**src/rtl/axi_ram_pkg.sv**
```systemverilog
// Shared AXI RAM command definitions: command-info field layout and width helpers
// used by the write-command, read-command and B-response blocks.
package axi_ram_pkg;

    // Command info is packed as {last, id, addr}, with addr occupying bits [ram_aw:0].
    function automatic int cmd_addr_lsb();
        return 0;
    endfunction

    function automatic int cmd_id_lsb(input int ram_aw);
        return ram_aw + 1;
    endfunction

    function automatic int cmd_last_bit(input int id_w, input int ram_aw);
        return id_w + ram_aw + 1;
    endfunction

    function automatic int cmd_info_w(input int id_w, input int ram_aw);
        return id_w + ram_aw + 2;
    endfunction

endpackage

```
**src/rtl/axi_ram_sync_fifo.sv**
```systemverilog
// Single-clock first-word-fall-through FIFO with registered level, full and almost-full flags.
module axi_ram_sync_fifo #(
    parameter int WIDTH    = 8,
    parameter int DEPTH_AW = 3,
    parameter int AFULL    = 4
) (
    input  logic                clk,
    input  logic                rst,
    input  logic [WIDTH-1:0]    wr_data,
    input  logic                push,
    input  logic                pop,
    output logic [WIDTH-1:0]    rd_data,
    output logic                full,
    output logic                empty,
    output logic                afull,
    output logic [DEPTH_AW:0]   level
);

    localparam int DEPTH = 1 << DEPTH_AW;
    localparam logic [DEPTH_AW:0] AFULL_LVL = AFULL[DEPTH_AW:0];

    logic [WIDTH-1:0]  mem [DEPTH];
    logic [DEPTH_AW:0] wr_ptr;
    logic [DEPTH_AW:0] rd_ptr;
    logic [DEPTH_AW:0] level_q;
    logic [DEPTH_AW:0] level_nxt;
    logic              afull_q;
    logic              wr_en;
    logic              rd_en;

    assign empty = (wr_ptr == rd_ptr);
    assign full  = (wr_ptr[DEPTH_AW] != rd_ptr[DEPTH_AW]) &&
                   (wr_ptr[DEPTH_AW-1:0] == rd_ptr[DEPTH_AW-1:0]);

    // A push into a full queue still lands when the head leaves in the same cycle.
    assign rd_en     = pop & ~empty;
    assign wr_en     = push & (~full | rd_en);
    assign level_nxt = level_q + {{DEPTH_AW{1'b0}}, wr_en} - {{DEPTH_AW{1'b0}}, rd_en};

    assign rd_data = mem[rd_ptr[DEPTH_AW-1:0]];
    assign level   = level_q;
    assign afull   = afull_q;

    always_ff @(posedge clk) begin
        if (rst) begin
            wr_ptr  <= '0;
            rd_ptr  <= '0;
            level_q <= '0;
            afull_q <= 1'b0;
        end else begin
            if (wr_en) wr_ptr <= wr_ptr + 1'b1;
            if (rd_en) rd_ptr <= rd_ptr + 1'b1;
            level_q <= level_nxt;
            afull_q <= (level_nxt >= AFULL_LVL);
        end
    end

    always_ff @(posedge clk) begin
        if (wr_en) mem[wr_ptr[DEPTH_AW-1:0]] <= wr_data;
    end

endmodule

```
**src/rtl/axi_ram_wcmd_queue.sv**
```systemverilog
// AXI RAM write-command queue: FWFT beat queue with last-beat gating against a full
// B-response FIFO, B-response generation, burst beat counting and sticky error flags.
module axi_ram_wcmd_queue
    import axi_ram_pkg::*;
#(
    parameter int C_ID        = 16,
    parameter int C_RAM_AW    = 15,
    parameter int C_DEPTH_AW  = 3,
    parameter int C_AFULL     = 4,
    parameter int C_LAST_GATE = 1
) (
    input  logic                      aclk_s,
    input  logic                      rst,
    input  logic [C_ID+C_RAM_AW+1:0]  ram_cmd_info_i,
    input  logic                      ram_cmd_push,
    input  logic                      ram_wr_ack,
    input  logic                      bresp_fifo_full,
    output logic                      ram_cmd_full,
    output logic                      ram_cmd_afull,
    output logic [C_DEPTH_AW:0]       ram_cmd_level,
    output logic                      ram_wr_req,
    output logic [C_RAM_AW:0]         ram_addr,
    output logic [C_ID-1:0]           axi_id,
    output logic                      bresp_push,
    output logic [C_ID-1:0]           bresp_id,
    output logic [7:0]                beat_cnt,
    output logic                      ovf_err,
    output logic                      ack_err
);

    localparam int   INFO_W   = cmd_info_w(C_ID, C_RAM_AW);
    localparam int   ADDR_LSB = cmd_addr_lsb();
    localparam int   ID_LSB   = cmd_id_lsb(C_RAM_AW);
    localparam int   LAST_BIT = cmd_last_bit(C_ID, C_RAM_AW);
    localparam logic GATE_EN  = (C_LAST_GATE != 0);

    logic [INFO_W-1:0] head_info;
    logic              empty;
    logic              head_last;
    logic              pop;

    axi_ram_sync_fifo #(
        .WIDTH    (INFO_W),
        .DEPTH_AW (C_DEPTH_AW),
        .AFULL    (C_AFULL)
    ) u_fifo (
        .clk     (aclk_s),
        .rst     (rst),
        .wr_data (ram_cmd_info_i),
        .push    (ram_cmd_push),
        .pop     (pop),
        .rd_data (head_info),
        .full    (ram_cmd_full),
        .empty   (empty),
        .afull   (ram_cmd_afull),
        .level   (ram_cmd_level)
    );

    assign head_last = head_info[LAST_BIT];
    assign ram_addr  = head_info[ADDR_LSB +: C_RAM_AW+1];
    assign axi_id    = head_info[ID_LSB +: C_ID];

    // A last beat is held back while its B response would have nowhere to go.
    assign ram_wr_req = ~empty & ~(GATE_EN & head_last & bresp_fifo_full);
    assign pop        = ram_wr_ack & ram_wr_req;
    assign bresp_push = pop & head_last;
    assign bresp_id   = axi_id;

    always_ff @(posedge aclk_s) begin
        if (rst) begin
            beat_cnt <= '0;
            ovf_err  <= 1'b0;
            ack_err  <= 1'b0;
        end else begin
            if (pop) begin
                if (head_last)              beat_cnt <= '0;
                else if (beat_cnt != 8'hFF) beat_cnt <= beat_cnt + 8'd1;
            end
            if (ram_cmd_push & ram_cmd_full & ~pop) ovf_err <= 1'b1;
            if (ram_wr_ack & ~ram_wr_req)           ack_err <= 1'b1;
        end
    end

endmodule

```
**config.mk**
```make
export PLATFORM = sky130hd
export DESIGN_NAME = axi_ram_wcmd_queue
export DESIGN_NICKNAME = d
export VERILOG_FILES = /design/src/rtl/axi_ram_pkg.sv /design/src/rtl/axi_ram_sync_fifo.sv /design/src/rtl/axi_ram_wcmd_queue.sv
export SDC_FILE = /design/constraint.sdc
export NUM_CORES = 1
export LEC_CHECK = 0
export ABC_CLOCK_PERIOD_IN_PS = 7400
export BUFFER_PORTS_ARGS = -buffer_cell sky130_fd_sc_hd__buf_4
export CAP_MARGIN = 20
export CELL_PAD_IN_SITES_DETAIL_PLACEMENT = 1
export CELL_PAD_IN_SITES_GLOBAL_PLACEMENT = 1
export CORE_MARGIN = 5
export CORE_UTILIZATION = 28
export CTS_BUF_LIST = sky130_fd_sc_hd__clkbuf_2 sky130_fd_sc_hd__clkbuf_4 sky130_fd_sc_hd__clkbuf_8
export DETAILED_ROUTE_END_ITERATION = 10
export PLACE_DENSITY_LB_ADDON = 0.1
export SYNTH_ARGS = -nofsm -noshare
export SYNTH_HDL_FRONTEND = slang
export SYNTH_SLANG_ARGS = --single-unit
```
**constraint.sdc**
```tcl
create_clock -name aclk_s -period 7.4 [get_ports aclk_s]
set_input_delay 1.48 -clock aclk_s [delete_from_list [all_inputs] [get_ports aclk_s]]
set_output_delay 1.48 -clock aclk_s [all_outputs]
set_load 0.005 [all_outputs]
```
==> implementation parameters, run 1 <==
Parameter                              Value

Global route
  Wire length of the first global-routing pass ... approximately 42000 um
  Vias in the first global route ... 6746
  Remaining global-route overflow ... 0
  Largest net degree at the start of global routing ... 53
  Number of antenna violations at the first check in global routing ... 0
  Total routing usage reported by global routing ... 0.123

Worst setup path
  Critical path launch point type ... register
  Arr. time, crit path ... 3180 ps
  Type of the worst setup path ... reg2out
  Required time reported for the critical path endpoint ... about 5900 ps
  Type of element capturing the critical path ... output pin
  Slack of the worst reg-to-reg path ... 3290 ps
  Max FO, Critical Path ... 44

STA
  Worst max-slew margin expressed relative to the limit ... 0.356
  Period utilisation layout ... 0.629
  Final Hold Fails ... 0
  Pins Over Slew Limit ... 0
  Unrepaired setup endpoints after global routing ... false
  Least-Margin Pin Slew ... 956 ps
  Period minus WS final ... 4660 ps
  Sum of negative setup slack ... 0 ps
  Maximum operating frequency ... approximately 210 MHz
  Final worst clock skew ... 18.9 ps
  Worst hold slack ... between 400 and 500 ps
  Number of endpoints failing setup at the final stage ... 0

Synthesis
  Proportion of register bits with asynchronous set or reset after synthesis ... 0
  Post-Synthesis Net Count ... 609
  Post-synthesis sequential element count ... 290
  YS warnings ... 0
  Synthesized-area fraction occupied by xor and xnor cells ... 0.0108
  Syn Std Cell Area ... about 11000 um2
  Fraction of synthesized cell area taken by the top area cell type ... 0.695
  Multiplexer share of the synthesized area ... 0.170
  Area share of fa/ha/maj cells after synthesis ... 0.00944
  Dominant combinational cell family by area after synthesis ... multiplexers
  Number of flops mapped to enable cells by yosys ... 264
  Area fraction in compound gates after synthesis ... 0.0159
  Area fraction in and, or, nand and nor cells after synthesis ... 0.0290
  Mapped Cells ... 563
  Main synth FF type ... edfxtp_1
  Register area share after synthesis ... 0.741
  Dominant cell type by area after synthesis ... edfxtp_1
  Average size of a mapped cell ... approximately 20 um2
  Leading post-synthesis cells by cell area ... edfxtp_1 (70%), mux4_2 (13%), dfxtp_1 (4.6%)
  Unique cell type count in the Yosys netlist ... 38

Power and ir drop
  Power per standard cell area ... 275 nW/um2
  Part of the total power dissipated in combinational logic ... 0.119
  Power Total ... 3.81 mW
  Sw Pwr ... between 800 and 900 uW
  Static Leak ... roughly 4.5 nW
  Switching power share of the total ... 0.234
  Worst-case vdd ir drop ... about 0.00014 V
  Internal power ... 2.92 mW
  Clock group share of total power ... 0.388
  Flop pwr share ... 0.492

Clocking
  Buffers inserted by post-CTS timing repair ... 0
  Clock latency of the later-clocked register in the worst-skew pair ... slightly below 600 ps
  Clock slew at the register clock pins of the worst setup and hold paths ... 50 ps
  Number of buffers inserted for hold repair after clock tree synthesis ... 0
  TritonCTS Buffers ... 52
  Number of clock sinks seen by CTS ... 290
  CTS-repair resized insts ... 0
  Clock root buffer master ... clkbuf_8
  CTS tree ... done
  CTS HTree Levels ... 2
  Buffer depth of the longest clock path ... 3

Routing
  Per-cell routed wire length ... 21.5 um
  Total number of vias ... 5778
  Final wirelength ... 27300 um
  Number of vias per cell after detailed routing ... between 4 and 5
  Post-DRT Antenna Nets ... 0
  DRC viols ... 0
  Drt first pass iters ... 4
  Drt initial violations ... 226

Finish
  Antenna diode instance count ... 0
  Final-layout fill cell count ... 4028
  Final Core Density ... 0.341
  Net count reported at finish ... 741
  Fraction of final layout cells with drive strength greater than 1 ... 0.421
  Area growth from synthesis to layout ... 21.3%

Floorplanning
  IO Count ... 104
  Full die area ... 44900 um2
  Die height ... 212 um
  Initial core utilization ... 0.281
  Row count ... 74
  Overall die width ... 212 um
  Core region area ... 40600 um2

Placement
  GP Congestion ... 0.695
  Port bufs ... 103
  Post-DP HPWL ... 16000 um

Job
  Max_cap viols ... 0

Status
  Outcome ... finished, final reports clean

Min path
  Type of the worst min-delay path ... reg2reg
metrics by stage:
step | worst slack, ps | instance area [um2] | cells
floorplan | 1530 | 11400 | 563
global placement | 3050 | 12800 | 1173
detailed placement | 2910 | 12800 | 1173
CTS | 2550 | 13800 | 1269
global route | 2440 | 13800 | 1269
finish | 2740 | 13800 | 1269
path summary, 6_finish.rpt:
path / start / end / depth (start not counted)
setup / recovery: register / axi_id[7] / 4
hold / removal: ack_err / ack_err / 2
setup reg to reg: u_fifo.wr_ptr[0] / u_fifo.afull / 10
hold reg to reg: ack_err / ack_err / 2
cell usage after synthesis (all sizes together) (6+ instances only):
cell type,count
edfxtp,264
a21oi,9
inv,12
nand3,10
xnor2,9
ha,7
buf,29
nand2,9
clkbuf,11
nand2b,7
mux2,35
dfxtp,26
mux2i,6
mux4,66
nor2,15
layer usage:
metal  GRT usage  part of all wire  vias to the layer above
li1            -                 -                     2538
met1       0.157              0.43                     3072
met2       0.212              0.51                      123
met3      0.0271             0.040                       45
met4      0.0367             0.023                        0
met5           0                 0                        -
registers in the layout, indices dropped and copies added, names as in the netlist, named ones only:
signal and count:
u_fifo.rd_ptr 4, ack_err 1, u_fifo.wr_ptr 4, beat_cnt 8, u_fifo.level 4, ovf_err 1, u_fifo.afull 1, u_fifo.mem 264
final cells by class:
type | count | area [um2] | area share
sequential | 290 | 8460 | 0.611
multi-input combinational | 220 | 2740 | 0.198
timing repair buffer | 118 | 886 | 0.0640
clock buffer | 71 | 871 | 0.0630
tap | 532 | 666 | 0.0481
clock inverter | 25 | 168 | 0.0121
inverter | 13 | 48.8 | 0.00353
layout by cell type (no fill, tap or decap), types with 4 or more instances in the layout:
master,netlist,final
buf_4,16,118
xor2_1,5,5
dfxtp_1,26,23
clkinv_2,0,5
nor2_1,15,13
ha_1,7,7
nor2b_1,5,5
clkbuf_4,0,17
nand4_1,5,5
clkinv_1,1,17
mux2i_1,6,6
mux2_2,35,35
a21oi_1,9,8
inv_1,12,12
nand3_1,10,10
xnor2_1,9,9
clkbuf_8,0,54
mux4_2,66,66
nand2b_1,7,7
nor3_2,0,4
nand2_1,9,9
edfxtp_1,264,264
cells by family after synthesis:
logic type / count (synthesis)
flops: 290
mux: 107
simple gates: 64
buf+inv: 53
compound gates: 27
xor+xnor: 14
fa+ha+maj: 8
power groups by stage:
| stage | Combinational (mW) | Clock (mW) | Sequential, mW |
|---|---|---|---|
| floorplan | 0.296 | 0 | 1.89 |
| global placement | 0.463 | 0 | 1.91 |
| detailed placement | 0.471 | 0 | 1.91 |
| CTS | 0.474 | 1.54 | 1.88 |
| global route | 0.505 | 1.63 | 1.88 |
| finish | 0.454 | 1.48 | 1.88 |
critical path: stages, from the launching register on:
cell	delay, ps
dfxtp_4	660
buf_4	840
mux4_2	610
mux2_2	310
buf_4	140
Power figures use the tool's default switching activity.
==> run 2, diff against run 1 <==
- ABC_CLOCK_PERIOD_IN_PS: 7400 -> 4900
- clock period: 7.4 -> 4.9 ns (I/O delays scaled with it)
==> implementation parameters, run 2 (synthesized netlist as in run 1, its figures left out) <==
Parameter                              Value

Worst setup path
  Critical path launch point type ... register
  Worst R2R End ... u_fifo.afull
  Type of element capturing the critical path ... output pin
  Largest stage delay on the critical path ... 640 ps (-200 ps)
  Max FO, Critical Path ... 30 (-32%)
  Max stage delay cell, worst path ... buf_4
  Number of cells traversed by the worst register-to-register path ... 10 (unchanged)
  Top cell by count, worst path ... buf_4
  Required time reported for the critical path endpoint ... 3920 ps (-2000 ps)
  Slack of the worst reg-to-reg path ... 870 ps (-2420 ps)
  Worst path cell trace ... buf_4 > buf_4 > mux4_2 > mux2_2 > buf_4
  Type of the worst setup path ... reg2out
  Launch point of the worst reg-to-reg path ... u_fifo.wr_ptr[0]
  Arr. time, crit path ... 3330 ps (+150 ps)

Routing
  Per-cell routed wire length ... 21.1 um (-1.9%)
  Final wirelength ... 26700 um (-2.1%)
  Post-DRT Antenna Nets ... 0 (unchanged)
  Number of vias per cell after detailed routing ... 4.49 (-1.3%)
  Total number of vias ... 5687 (-1.6%)
  Drt first pass iters ... 4 (unchanged)
  Drt initial violations ... 265 (+17%)
  DRC viols ... 0 (unchanged)

Clocking
  Clock latency of the later-clocked register in the worst-skew pair ... 570 ps (about the same)
  Buffer depth of the longest clock path ... 3 (unchanged)
  CTS tree ... done
  CTS-repair resized insts ... 0 (unchanged)
  Number of buffers inserted for hold repair after clock tree synthesis ... 0 (unchanged)
  Clock root buffer master ... clkbuf_8
  Number of clock sinks seen by CTS ... 290 (unchanged)
  CTS HTree Levels ... 2 (unchanged)
  Buffers inserted by post-CTS timing repair ... 0 (unchanged)
  TritonCTS Buffers ... 50 (-3.8%)
  Clock slew at the register clock pins of the worst setup and hold paths ... 60 ps (about the same)

Finish
  Commonest non-fill, non-tap cell in the layout ... edfxtp_1
  Net count reported at finish ... 741 (unchanged)
  Fraction of final layout cells with drive strength greater than 1 ... 0.420 (-0.00101)
  Most frequent cells in the layout ... edfxtp_1 (264), buf_4 (118), mux4_2 (66), clkbuf_8 (52), mux2_2 (35)
  Antenna diode instance count ... 0 (unchanged)
  Area growth from synthesis to layout ... 21.1%
  Total non-filler cell area in the finished layout ... 13800 um2 (-0.14%)
  Fin cells ... 1266 (-0.24%)
  Final Core Density ... 0.341 (-0.000463)
  Max FFs per register ... 264 (unchanged)

Global route
  Total routing usage reported by global routing ... 0.120 (-0.00325)
  Remaining global-route overflow ... 0 (unchanged)
  Number of antenna violations at the first check in global routing ... 1 (+1)
  Vias in the first global route ... 6569 (-2.6%)
  Largest net degree at the start of global routing ... 66 (+25%)
  Wire length of the first global-routing pass ... 40600 um (-3.5%)

STA
  Pins Over Slew Limit ... 0 (unchanged)
  Unrepaired setup endpoints after global routing ... false
  Period minus WS final ... 4310 ps
  Maximum operating frequency ... 232 MHz
  Sum of negative setup slack ... 0 ps (unchanged)
  Least-Margin Pin Slew ... 1070 ps (+114 ps)
  Number of endpoints failing setup at the final stage ... 0 (unchanged)
  Final Hold Fails ... 0 (unchanged)
  Final worst clock skew ... 27.9 ps (+8.98 ps)
  Worst max-slew margin expressed relative to the limit ... 0.287 (-0.0691)
  Worst hold slack ... 472 ps (+4.16 ps)
  Period utilisation layout ... 0.879

Placement
  Cell count after placement ... 1175 (+0.17%)
  Post-DP HPWL ... 15700 um (-1.9%)
  GP Congestion ... 0.666 (-4.2%)
  Port bufs ... 103 (unchanged)
  Area of placed instances ... 12800 um2 (+0.38%)

Power and ir drop
  Static Leak ... 4.52 nW (-0.46%)
  Worst-case vdd ir drop ... 0.000142 V (+3.0%)
  Power per standard cell area ... 408 nW/um2 (+48%)

Floorplanning
  Full die area ... 44900 um2 (unchanged)
  Initial core utilization ... 0.281 (unchanged)
  Core region area ... 40600 um2 (unchanged)
  Overall die width ... 212 um (unchanged)
  Die height ... 212 um (unchanged)
  IO Count ... 104 (unchanged)
  Row count ... 74 (unchanged)

Status
  Outcome ... finished, final reports clean

Min path
  Worst hold stages ... 2 (unchanged)
  Type of the worst min-delay path ... reg2reg
  Hold path endpoint ... ack_err
  Min-delay src ... ack_err

Job
  Max_cap viols ... 0 (unchanged)
-- run 2: changes by cell type in the layout (fill, tap and decap cells not counted), sizes merged --
cell      delta
clkinv       -3
buf          +2
bufinv       -1
clkbuf       -1
clkinvlp     +1
inv          -1
-- run 2: through the flow --
step	setup slack [ps]	total power, mW
finish	593	5.64
global route	262	5.95
CTS	378	5.77
detailed placement	836	3.60
global placement	1020	3.59
floorplan	232	3.30
-- run 2: per-layer routing --
layer,track usage,share of wire,vias up
li1,-,-,2542
met1,0.152,0.43,2975
met2,0.205,0.50,120
met3,0.0295,0.044,48
met4,0.0371,0.021,2
met5,0,0.00041,-
-- run 2: cell type report --
type	count	area [um2]
Fill cell	4069	26700
Sequential cell	290	8460
Multi-Input combinational cell	220	2740
Timing Repair Buffer	120	926
Clock buffer	70	851
Tap cell	532	666
Clock inverter	21	120
Inverter	13	48.8
-- run 2: how the worst max path moves through the flow --
stage                           startpoint                to  depth (start not counted)
after floorplan                   register  u_fifo.mem[1][0]                          7
after global placement            register      ram_addr[15]                          5
after detailed placement  u_fifo.wr_ptr[0]      u_fifo.afull                         10
after CTS                         register         axi_id[4]                          5
after global routing              register       bresp_id[3]                          5
final                             register         axi_id[4]                          5
-- run 2: worst max-delay path: cells and delay by family (launching register included) --
kind	cells	cell delay (ps)
buffers and inverters	3	1280
multiplexers	2	910
flip-flops	1	560
-- run 2: power breakdown --
part	internal, mW	switching, mW	leakage [nW]
Sequential	2.78	0.0459	2.61
Clock	1.17	0.947	0.512
Combinational	0.375	0.321	1.40
Total	4.32	1.31	4.52
